[src/rtl/fetch_pkg.sv]
// Shared definitions for the instruction fetch stage.
// Contents: fetch FSM state encoding, next-PC select (PCS) codes,
// branch-sense (BS) codes and the reset instruction (NOP).
package fetch_pkg;

    typedef enum logic [1:0] {
        FETCH = 2'd0,
        WAIT  = 2'd1,
        EXEC  = 2'd2,
        HALT  = 2'd3
    } fetch_state_t;

    localparam logic [1:0] PCS_BRANCH = 2'b00;
    localparam logic [1:0] PCS_JUMP   = 2'b01;
    localparam logic [1:0] PCS_SEQ    = 2'b10;

    localparam logic BS_BGE = 1'b0;
    localparam logic BS_BNE = 1'b1;

    localparam logic [31:0] NOP_INSTR = 32'h0000_0013;

endpackage

[src/rtl/next_pc_calc.sv]
// Combinational next-PC selection.
// Ports:
//   pc, pcs, bs, zero, neg, alu_res, imm : current PC and control/ALU inputs
//   next_pc  : selected next PC (branch / jump / sequential)
//   pc_plus4 : PC + 4 (modulo 2^XLEN)
//   misalign : next_pc[1] set, target not word aligned
module next_pc_calc
    import fetch_pkg::*;
#(
    parameter int XLEN = 32
) (
    input  logic [XLEN-1:0] pc,
    input  logic [1:0]      pcs,
    input  logic            bs,
    input  logic            zero,
    input  logic            neg,
    input  logic [XLEN-1:0] alu_res,
    input  logic [XLEN-1:0] imm,
    output logic [XLEN-1:0] next_pc,
    output logic [XLEN-1:0] pc_plus4,
    output logic            misalign
);

    logic taken;

    always_comb begin
        pc_plus4 = pc + XLEN'(4);
        // BNE branches on a non-zero difference, BGE on a non-negative one
        taken    = (bs == BS_BNE) ? !zero : !neg;
        next_pc  = pc_plus4;
        case (pcs)
            PCS_JUMP:   next_pc = alu_res & ~XLEN'(1);
            PCS_BRANCH: next_pc = taken ? (pc + imm) : pc_plus4;
            default:    next_pc = pc_plus4;
        endcase
        misalign = next_pc[1];
    end

endmodule

[src/rtl/instr_fetch_unit.sv]
// Multi-cycle instruction fetch stage: FETCH -> WAIT -> EXEC per instruction.
// Ports:
//   CLK, RST_N               : clock, async active-low reset
//   PCS, BS, ZERO, NEG       : next-PC select and branch condition inputs
//   ALU_RES, IMM             : jump target and branch offset
//   STALL                    : hold EXEC
//   IMEM_RVALID, IMEM_RDATA  : instruction memory response
//   IMEM_REQ, IMEM_ADDR      : instruction memory request
//   INSTR, OP_CODE, FUNCT_3, FUNCT_7 : latched instruction and fields
//   PC, PC_PLUS4             : current PC and PC + 4
//   INSTR_VALID              : EXEC window
//   INSTRET                  : retired-instruction count
//   ERR                      : sticky misalign / fetch timeout
//
// state | meaning
// FETCH | issue one-cycle read request at PC
// WAIT  | wait for read data, count cycles toward timeout
// EXEC  | instruction presented; commit next PC unless stalled
// HALT  | error, absorbing until reset
module instr_fetch_unit
    import fetch_pkg::*;
#(
    parameter int               XLEN     = 32,
    parameter logic [XLEN-1:0]  RESET_PC = '0,
    parameter int               TIMEOUT  = 255
) (
    input  logic            CLK,
    input  logic            RST_N,
    input  logic [1:0]      PCS,
    input  logic            BS,
    input  logic            ZERO,
    input  logic            NEG,
    input  logic [XLEN-1:0] ALU_RES,
    input  logic [XLEN-1:0] IMM,
    input  logic            STALL,
    input  logic            IMEM_RVALID,
    input  logic [31:0]     IMEM_RDATA,
    output logic            IMEM_REQ,
    output logic [XLEN-1:0] IMEM_ADDR,
    output logic [31:0]     INSTR,
    output logic [6:0]      OP_CODE,
    output logic [2:0]      FUNCT_3,
    output logic [6:0]      FUNCT_7,
    output logic [XLEN-1:0] PC,
    output logic [XLEN-1:0] PC_PLUS4,
    output logic            INSTR_VALID,
    output logic [31:0]     INSTRET,
    output logic            ERR
);

    // The counter hits TIMEOUT on the edge that would increment from this value
    localparam logic [7:0] WAIT_LAST = 8'(TIMEOUT - 1);

    fetch_state_t    state_q, state_d;
    logic [XLEN-1:0] pc_q, pc_d;
    logic [31:0]     instr_q, instr_d;
    logic [31:0]     instret_q, instret_d;
    logic            err_q, err_d;
    logic [7:0]      wait_cnt_q, wait_cnt_d;
    logic [XLEN-1:0] next_pc;
    logic [XLEN-1:0] pc_plus4;
    logic            misalign;

    next_pc_calc #(.XLEN(XLEN)) u_next_pc (
        .pc       (pc_q),
        .pcs      (PCS),
        .bs       (BS),
        .zero     (ZERO),
        .neg      (NEG),
        .alu_res  (ALU_RES),
        .imm      (IMM),
        .next_pc  (next_pc),
        .pc_plus4 (pc_plus4),
        .misalign (misalign)
    );

    always_ff @(posedge CLK or negedge RST_N) begin
        if (!RST_N) begin
            state_q    <= FETCH;
            pc_q       <= RESET_PC;
            instr_q    <= NOP_INSTR;
            instret_q  <= '0;
            err_q      <= 1'b0;
            wait_cnt_q <= '0;
        end else begin
            state_q    <= state_d;
            pc_q       <= pc_d;
            instr_q    <= instr_d;
            instret_q  <= instret_d;
            err_q      <= err_d;
            wait_cnt_q <= wait_cnt_d;
        end
    end

    always_comb begin
        state_d    = state_q;
        pc_d       = pc_q;
        instr_d    = instr_q;
        instret_d  = instret_q;
        err_d      = err_q;
        wait_cnt_d = wait_cnt_q;
        case (state_q)
            FETCH: begin
                state_d    = WAIT;
                wait_cnt_d = '0;
            end
            WAIT: begin
                if (IMEM_RVALID) begin
                    instr_d    = IMEM_RDATA;
                    state_d    = EXEC;
                    wait_cnt_d = '0;
                end else if (wait_cnt_q == WAIT_LAST) begin
                    err_d      = 1'b1;
                    state_d    = HALT;
                    wait_cnt_d = '0;
                end else begin
                    wait_cnt_d = wait_cnt_q + 8'd1;
                end
            end
            EXEC: begin
                if (!STALL) begin
                    if (misalign) begin
                        err_d   = 1'b1;
                        state_d = HALT;
                    end else begin
                        pc_d      = next_pc;
                        instret_d = instret_q + 32'd1;
                        state_d   = FETCH;
                    end
                end
            end
            default: state_d = HALT;
        endcase
    end

    // Request is gated by RST_N so it drops immediately when reset asserts
    assign IMEM_REQ    = (state_q == FETCH) && RST_N;
    assign INSTR_VALID = (state_q == EXEC);
    assign IMEM_ADDR   = pc_q;
    assign PC          = pc_q;
    assign PC_PLUS4    = pc_plus4;
    assign INSTR       = instr_q;
    assign OP_CODE     = instr_q[6:0];
    assign FUNCT_3     = instr_q[14:12];
    assign FUNCT_7     = instr_q[31:25];
    assign INSTRET     = instret_q;
    assign ERR         = err_q;

endmodule

[config.mk]
export PLATFORM = sky130hd
export DESIGN_NAME = instr_fetch_unit
export DESIGN_NICKNAME = d
export VERILOG_FILES = /design/src/rtl/fetch_pkg.sv /design/src/rtl/next_pc_calc.sv /design/src/rtl/instr_fetch_unit.sv
export SDC_FILE = /design/constraint.sdc
export NUM_CORES = 1
export LEC_CHECK = 0
export CORE_ASPECT_RATIO = 1.5
export CORE_MARGIN = 5
export CORE_UTILIZATION = 45
export CTS_CLUSTER_DIAMETER = 40
export DETAILED_ROUTE_END_ITERATION = 8
export MAX_ROUTING_LAYER = met4
export PLACE_DENSITY_LB_ADDON = 0.25
export SLEW_MARGIN = 5
export SYNTH_ARGS = -nofsm -noshare
export SYNTH_HDL_FRONTEND = slang
export SYNTH_HIERARCHICAL = 1
export SYNTH_SLANG_ARGS = --single-unit
[constraint.sdc]
create_clock -name CLK -period 3.6 [get_ports CLK]
set_input_delay 0.54 -clock CLK [delete_from_list [all_inputs] [get_ports CLK]]
set_output_delay 0.54 -clock CLK [all_outputs]
set_load 0.03 [all_outputs]
==> Implementation_results.wiki <==
{| class="wikitable"
! Metric !! Value
|-
| Status || finished clean
|-
| Async S/R FF share, synth || 100.0%
|-
| Total detailed-routing wirelength || 23890 um
|-
| Cell area after technology mapping || approximately 7500 um^2
|-
| Avg Inst Size Synth || roughly 9.5 um^2
|-
| Worst Setup Path Type || in2reg
|-
| Worst Slack Setup Final || 170.5 ps
|-
| Total GRT Usage || around 25%
|-
| Number of enable-type register cells in the synthesized netlist || 0
|-
| Leftover overflow at the end of global routing || 0
|-
| Total number of vias || 6910
|-
| Count of max-cap constraint violations || 0
|-
| Ratio of cells with drive above 1 in the final layout || between 10% and 20%
|-
| Number of clock buffers inserted by TritonCTS || 9
|-
| Sequential cell area || between 2000 and 3000 um^2
|-
| Largest vdd supply drop || 0.6106 mV
|-
| Worst Clk Skew || roughly 10 ps
|-
| Overall die width || ~120 um
|-
| YS warnings || 6
|-
| Clock Tree Buf Depth || 2
|-
| Commonest cells in the netlist || 104 x dfrtp_1, 66 x mux2_2, 63 x nand2_1
|-
| CP Data Required Time || 3830 ps
|-
| Master of the slowest instance on the critical path || clkdlybuf4s50_1
|-
| Period Utilization, post-route || between 90 and 100%
|-
| H-Tree Level Count || 3
|-
| WHS || approximately 270 ps
|-
| Clock-pin slew on the worst setup and hold paths || 80 ps
|-
| Register-to-Register Setup Slack || ~350 ps
|-
| Post-Syn Instances || approximately 800
|-
| Vias in the first global route || between 7000 and 8000
|-
| Busiest grt layer || met2
|-
| Worst Path Max Fanout || 3
|-
| Rel. slew slack || 31.24%
|-
| Final Power || 9.458 mW
|-
| Average vias per placed instance || ~5.5
|-
| Number of top-level pins || approximately 290
|-
| Area used by multi-input combinational logic || approximately 4200 um^2
|-
| Count leader, synth || dfrtp_1
|-
| Post-synthesis register bit count || about 110
|-
| GRT met2 Usage || between 40% and 50%
|-
| Clock tree from TritonCTS || done
|-
| Commonest register cell after synthesis || dfrtp_1
|-
| Worst-Margin Slew || 1028 ps
|-
| Final Setup Violations || 0
|-
| Net count after synthesis || about 930
|-
| Filler Cell Count || about 1400
|-
| Critical path endpoint category || flip-flop
|-
| Number of nets still failing antenna checks after routing || 0
|-
| Clock Sink Count || about 110
|-
| Placement Rows || 57
|-
| Post-route DRC || 0
|-
| Fmax || about 300 MHz
|-
| Wire length of the first global-routing pass || 37290 um
|-
| Number of nets in the layout || 1179
|-
| Die area || slightly below 20000 um^2
|-
| Wirelength per Cell || between 15 and 20 um
|-
| Pre-antenna DRT Iters || 6
|-
| Yosys top cell by area || dfrtp_1
|-
| Starting DRT DRC Count || around 280
|-
| Kind of cell with the highest combined delay on the critical path || compound AO/OA/AOI/OAI gates
|-
| Initial core utilization || between 40% and 50%
|-
| Sequence of cells on the critical path || clkdlybuf4s50_1 > ha_1 > inv_1 > fa_1 > and2b_1 > o2111ai_1 > a21oi_2 > o2111ai_1 > a41oi_2 > nand3_1 > a41oi_2 > xnor2_1 > o21ai_0 > mux2_2
|-
| Chip Height || 168.0 um
|-
| Worst path arrival time || roughly 3700 ps
|-
| Grt met3 use || under 10%
|-
| IO Port Bufs || 283
|-
| Clock latency reported for the late side of the worst-skew pair || around 350 ps
|-
| Initial antenna violation count || 0
|-
| Top cells by area in the synthesized netlist || dfrtp_1 35%, mux2_2 9.9%, xnor2_1 6.2%
|-
| Buffers and inverters on the worst path || 2
|-
| Fin. Hold Viols || 0
|-
| Minimum setup slack after placement || -213.2 ps
|-
| Layout overhead on the synthesized area || 42.36%
|-
| Inserted Diodes || 0
|-
| Proportion of netlist area held by the largest area contributor || about a third
|-
| Setup tns final || 0 ps
|-
| Path type of the worst min-delay path || in2async
|-
| Maximum number of pins on one net before global-route repair || between 70 and 80
|-
| Period minus WS final || roughly 3400 ps
|-
| Met1 layer usage reported by global route || 28.08%
|-
| Placeable core region || 16260 um^2
|-
| Sequential area share after synthesis || 35.78%
|-
| Final max-slew violation count || 0
|-
| Routability Congestion || about 0.9
|-
| Clock root buffer || clkbuf_16
|-
| Post-placement cell count || ~1200
|-
| Yosys cell types || 66
|-
| Leakage power || roughly 4.6 nW
|-
| Power Density || about 890 nW/um^2
|-
| Kind of start point of the critical path || primary input
|-
| HPWL after detailed placement || about 18000 um
|-
| Filler-free cell count of the finished design || between 1000 and 1500
|-
| Longest individual stage delay on the worst path || between 400 and 500 ps
|}
==> final timing paths <==
| kind | to | start | depth (start not counted) |
|---|---|---|---|
| worst max-delay path | IMEM_ADDR[30] | IMM[0] | 14 |
| worst min-delay path | INSTRET[14] | RST_N | 2 |
| worst max register to register | IMEM_ADDR[30] | IMEM_ADDR[0] | 13 |
| worst min register to register | INSTRET[31] | INSTRET[31] | 1 |
| max in group asynchronous | INSTR[13] | RST_N | 3 |
| min in group CLK | INSTRET[31] | INSTRET[31] | 1 |
==> layer usage <==
metal  vias up  wire length (um)  share of wire, %
li1       3281                 -                 -
met1      3269              9087                38
met2       315             11940                50
met3        45              2028               8.5
met4         0               830               3.5
met5         -                 0                 0
==> layout make-up <==
cell class                      instances  share of cell area (%)
Tap cell                              206                   2.416
Timing Repair Buffer                  322                   29.47
Sequential cell                       107                   25.13
Clock buffer                            9                   2.111
Inverter                               24                  0.8445
Multi-Input combinational cell        574                   39.44
Clock inverter                          6                  0.5747
==> sequential cells by signal, summed over array words and instances (netlist names) <==
signal,cells
IMEM_ADDR,32
INSTRET,32
INSTR,32
wait_cnt_q,8
state_q,2
ERR,1
==> metrics by stage <==
step | instance area (um^2) | util (%)
finish | 10670 | 65.60
CTS | 10650 | 65.50
global placement | 10370 | 63.77
detailed placement | 10370 | 63.77
floorplan | 7493 | -
global route | 10670 | 65.60
==> kinds of logic after synthesis <==
kind of cell,after synthesis,synth area share [%]
AOI/OAI and AO/OA,170,15.01
xor gates and xnor gates,86,10.05
adders and majority gates,36,6.111
buffers and inverters,106,8.115
DFF,107,35.78
muxes,70,10.45
and+or+nand+nor,212,14.48
==> worst reg2reg max path: cells and delay by family (launching register included) <==
family	cells	cell delay, ps
AOI/OAI and AO/OA	6	1220
xor gates and xnor gates	1	130
adders and majority gates	2	610
buffers and inverters	1	70
DFF	1	450
muxes	1	280
and+or+nand+nor	2	380
==> where the power goes <==
| part | switching [mW] | internal [mW] |
|---|---|---|
| Clock | 0.495 | 0.484 |
| Sequential | 0.508 | 1.62 |
| Combinational | 3.53 | 2.82 |
==> cell usage in the layout, fill, tap and decap left out, drive strengths merged, types with 32 or more instances in the layout <==
cell and instances:
xnor2 53, clkdlybuf4s50 274, ha 35, mux2 66, o21ai 45, dfrtp 104
xor2 33, a21oi 44, nor2 32, buf 40, nand2 63
==> timing repair <==
item	in CTS	in global routing
hold buffers	0	0
setup endpoints to repair	3	9
setup buffers	0	0
resized for setup	3	7
(Power assumes the default switching activity.)
==> RTL edit, RTL diff (same settings) <==
Re-encode `fetch_state_t` (4 states) as one-hot, 4 bits wide.
--- a/src/rtl/fetch_pkg.sv
+++ b/src/rtl/fetch_pkg.sv
@@ -4,9 +4,9 @@
 package fetch_pkg;
 
-    typedef enum logic [1:0] {
-        FETCH = 2'd0,
-        WAIT  = 2'd1,
-        EXEC  = 2'd2,
-        HALT  = 2'd3
+    typedef enum logic [3:0] {
+        FETCH = 4'b0001,
+        WAIT  = 4'b0010,
+        EXEC  = 4'b0100,
+        HALT  = 4'b1000
     } fetch_state_t;
 
Formal check against the unedited RTL: same outputs for any inputs over 4 cycles, from zero or initial values and one cycle with RST_N low; so few cycles prove little.
==> RTL edit against the unedited design <==
Sequential cell count increased by 2; synthesized area increased by 3.0%; global-route usage increased by 0.59 points; routed wire length increased by 4.5%; setup slack got worse by 0.15 ns; final area increased by 1.8%; final cell count increased by 5.8%; worst hold slack got worse by 0.0033 ns; count of clock-buffer cells in the layout unchanged.
Power is left out: it rests on default switching activity, and per cell area and clock period it moved more than threefold.
==> RTL edit: results (changes against the unedited design) <==
The run finished with clean final reports. The run gives 19.4 mm (+5.1%) as the half-perimeter wire length after placement. The logs give 0.0445 (-0.0194) for the global-route met3 utilization and 394 (+42%) for the DRC violation total after the first TritonRoute iteration. The via count was 7360 (+6.5%).

The run gives 1.93 mm (-4.9%) as the met3 layer wire length in the routed design. The routed wire length was 25.0 mm (+4.5%); the proportion of layout cells with a drive suffix above 1 was 0.102 (-0.0346). For the count of TritonRoute iterations in the first routing pass, the log shows 5 (-1). The largest fanout of any net on the critical path is 4 (+1). Unique cell type count in the Yosys netlist: 76 (+15%). The met2 layer wire length in the routed design came out at 12.7 mm (+6.8%). The worst path setup slack after routing was 0.0188 ns (-0.152 ns); the worst setup timing slack at the placement stage was -0.00426 ns (+0.209 ns). The logs give 1247 (+5.8%) for the number of nets in the layout and 76 (+4.1%) for the maximum number of pins on one net before global-route repair. The arrival time at the worst endpoint is 3.04 ns (-0.62 ns), and the detailed-route vias per instance is 5.57 (+0.63%).

The fraction of met2 tracks used by global routing came out at 0.447 (+0.0298). The run gives 7521 (+4.4%) as the via count of the first global-routing pass. After synthesis, the most frequently instantiated cells are sky130_fd_sc_hd__nand2_1 (163), sky130_fd_sc_hd__dfrtp_1 (105), sky130_fd_sc_hd__buf_4 (54), sky130_fd_sc_hd__xnor2_1 (51), sky130_fd_sc_hd__a21oi_1 (45). The tools report the met1 usage in global routing as 0.282 (+0.00102). The tools report the instance count of the mapped netlist as 863 (+9.7%). For the minimum hold slack, the log shows 0.265 ns (-0.00327 ns). Headroom to the max-slew limit: 0.385 (+0.0730).

Largest stage delay on the critical path: 0.73 ns (+0.26 ns). The setup skew after layout is 0.0158 ns (+0.00583 ns), and the total cell area at the placement stage is 10500 um^2 (+1.6%). The logs give 0.47 ns (+0.12 ns) for the flop-to-flop setup slack and 1004 (+8.2%) for the post-synthesis net count. The run gives 1466 (+8.2%) as the filler cell count.
==> RTL edit: cell count changes in the layout (fill, tap and decap cells not counted), sizes merged, moves of 3 or more <==
cell	unedited run	this run
inv	26	21
o21ai	45	40
nor4	8	11
nor2	32	28
xor2	33	40
clkinv	3	6
and4	6	9
mux2	66	33
buf	40	33
and2	2	7
nand2	63	164
==> RTL edit: worst max path at each step <==
stage | endpoint | from | cells past startpoint
after floorplan | IMEM_ADDR[28] | IMEM_ADDR[0] | 14
after global placement | IMEM_ADDR[30] | IMM[0] | 15
after detailed placement | IMEM_ADDR[30] | IMM[0] | 15
after CTS | PC_PLUS4[22] | IMEM_ADDR[2] | 8
after global routing | PC_PLUS4[27] | IMEM_ADDR[15] | 7
final | PC_PLUS4[20] | IMEM_ADDR[2] | 7
==> RTL edit: logic make-up after synthesis <==
| kind of cell | synth area share |
|---|---|
| simple gates | 0.205 |
| compound gates | 0.146 |
| flops | 0.354 |
| buf+inv | 0.0793 |
| xor+xnor | 0.103 |
| mux | 0.0521 |
| fa+ha+maj | 0.0593 |
==> RTL edit: timing repair <==
| item | CTS | global route |
|---|---|---|
| cloned | 0 | 0 |
| endpoints found under the setup margin | 2 | 5 |
| resized for setup | 2 | 5 |
==> RTL edit: area by class of cell <==
class                   instances  area (um^2)  share of cell area
repair buffers                315         3090               0.285
clock buffers                   9          225              0.0207
well taps                     210          263              0.0242
flip-flops and latches        109         2730               0.252
multi-input cells             650         4370               0.403
inverters                      21         83.8             0.00772
clock inverters                 7         90.1             0.00830
==> RTL edit: per-stage QoR <==
stage	TNS (ns)	util
4_1_cts	0	0.644
3_5_place_dp	-0.00426	0.626
5_1_grt	-0.00659	0.645
6_report	0	0.645
3_3_place_gp	0	0.626
2_1_floorplan	0	-
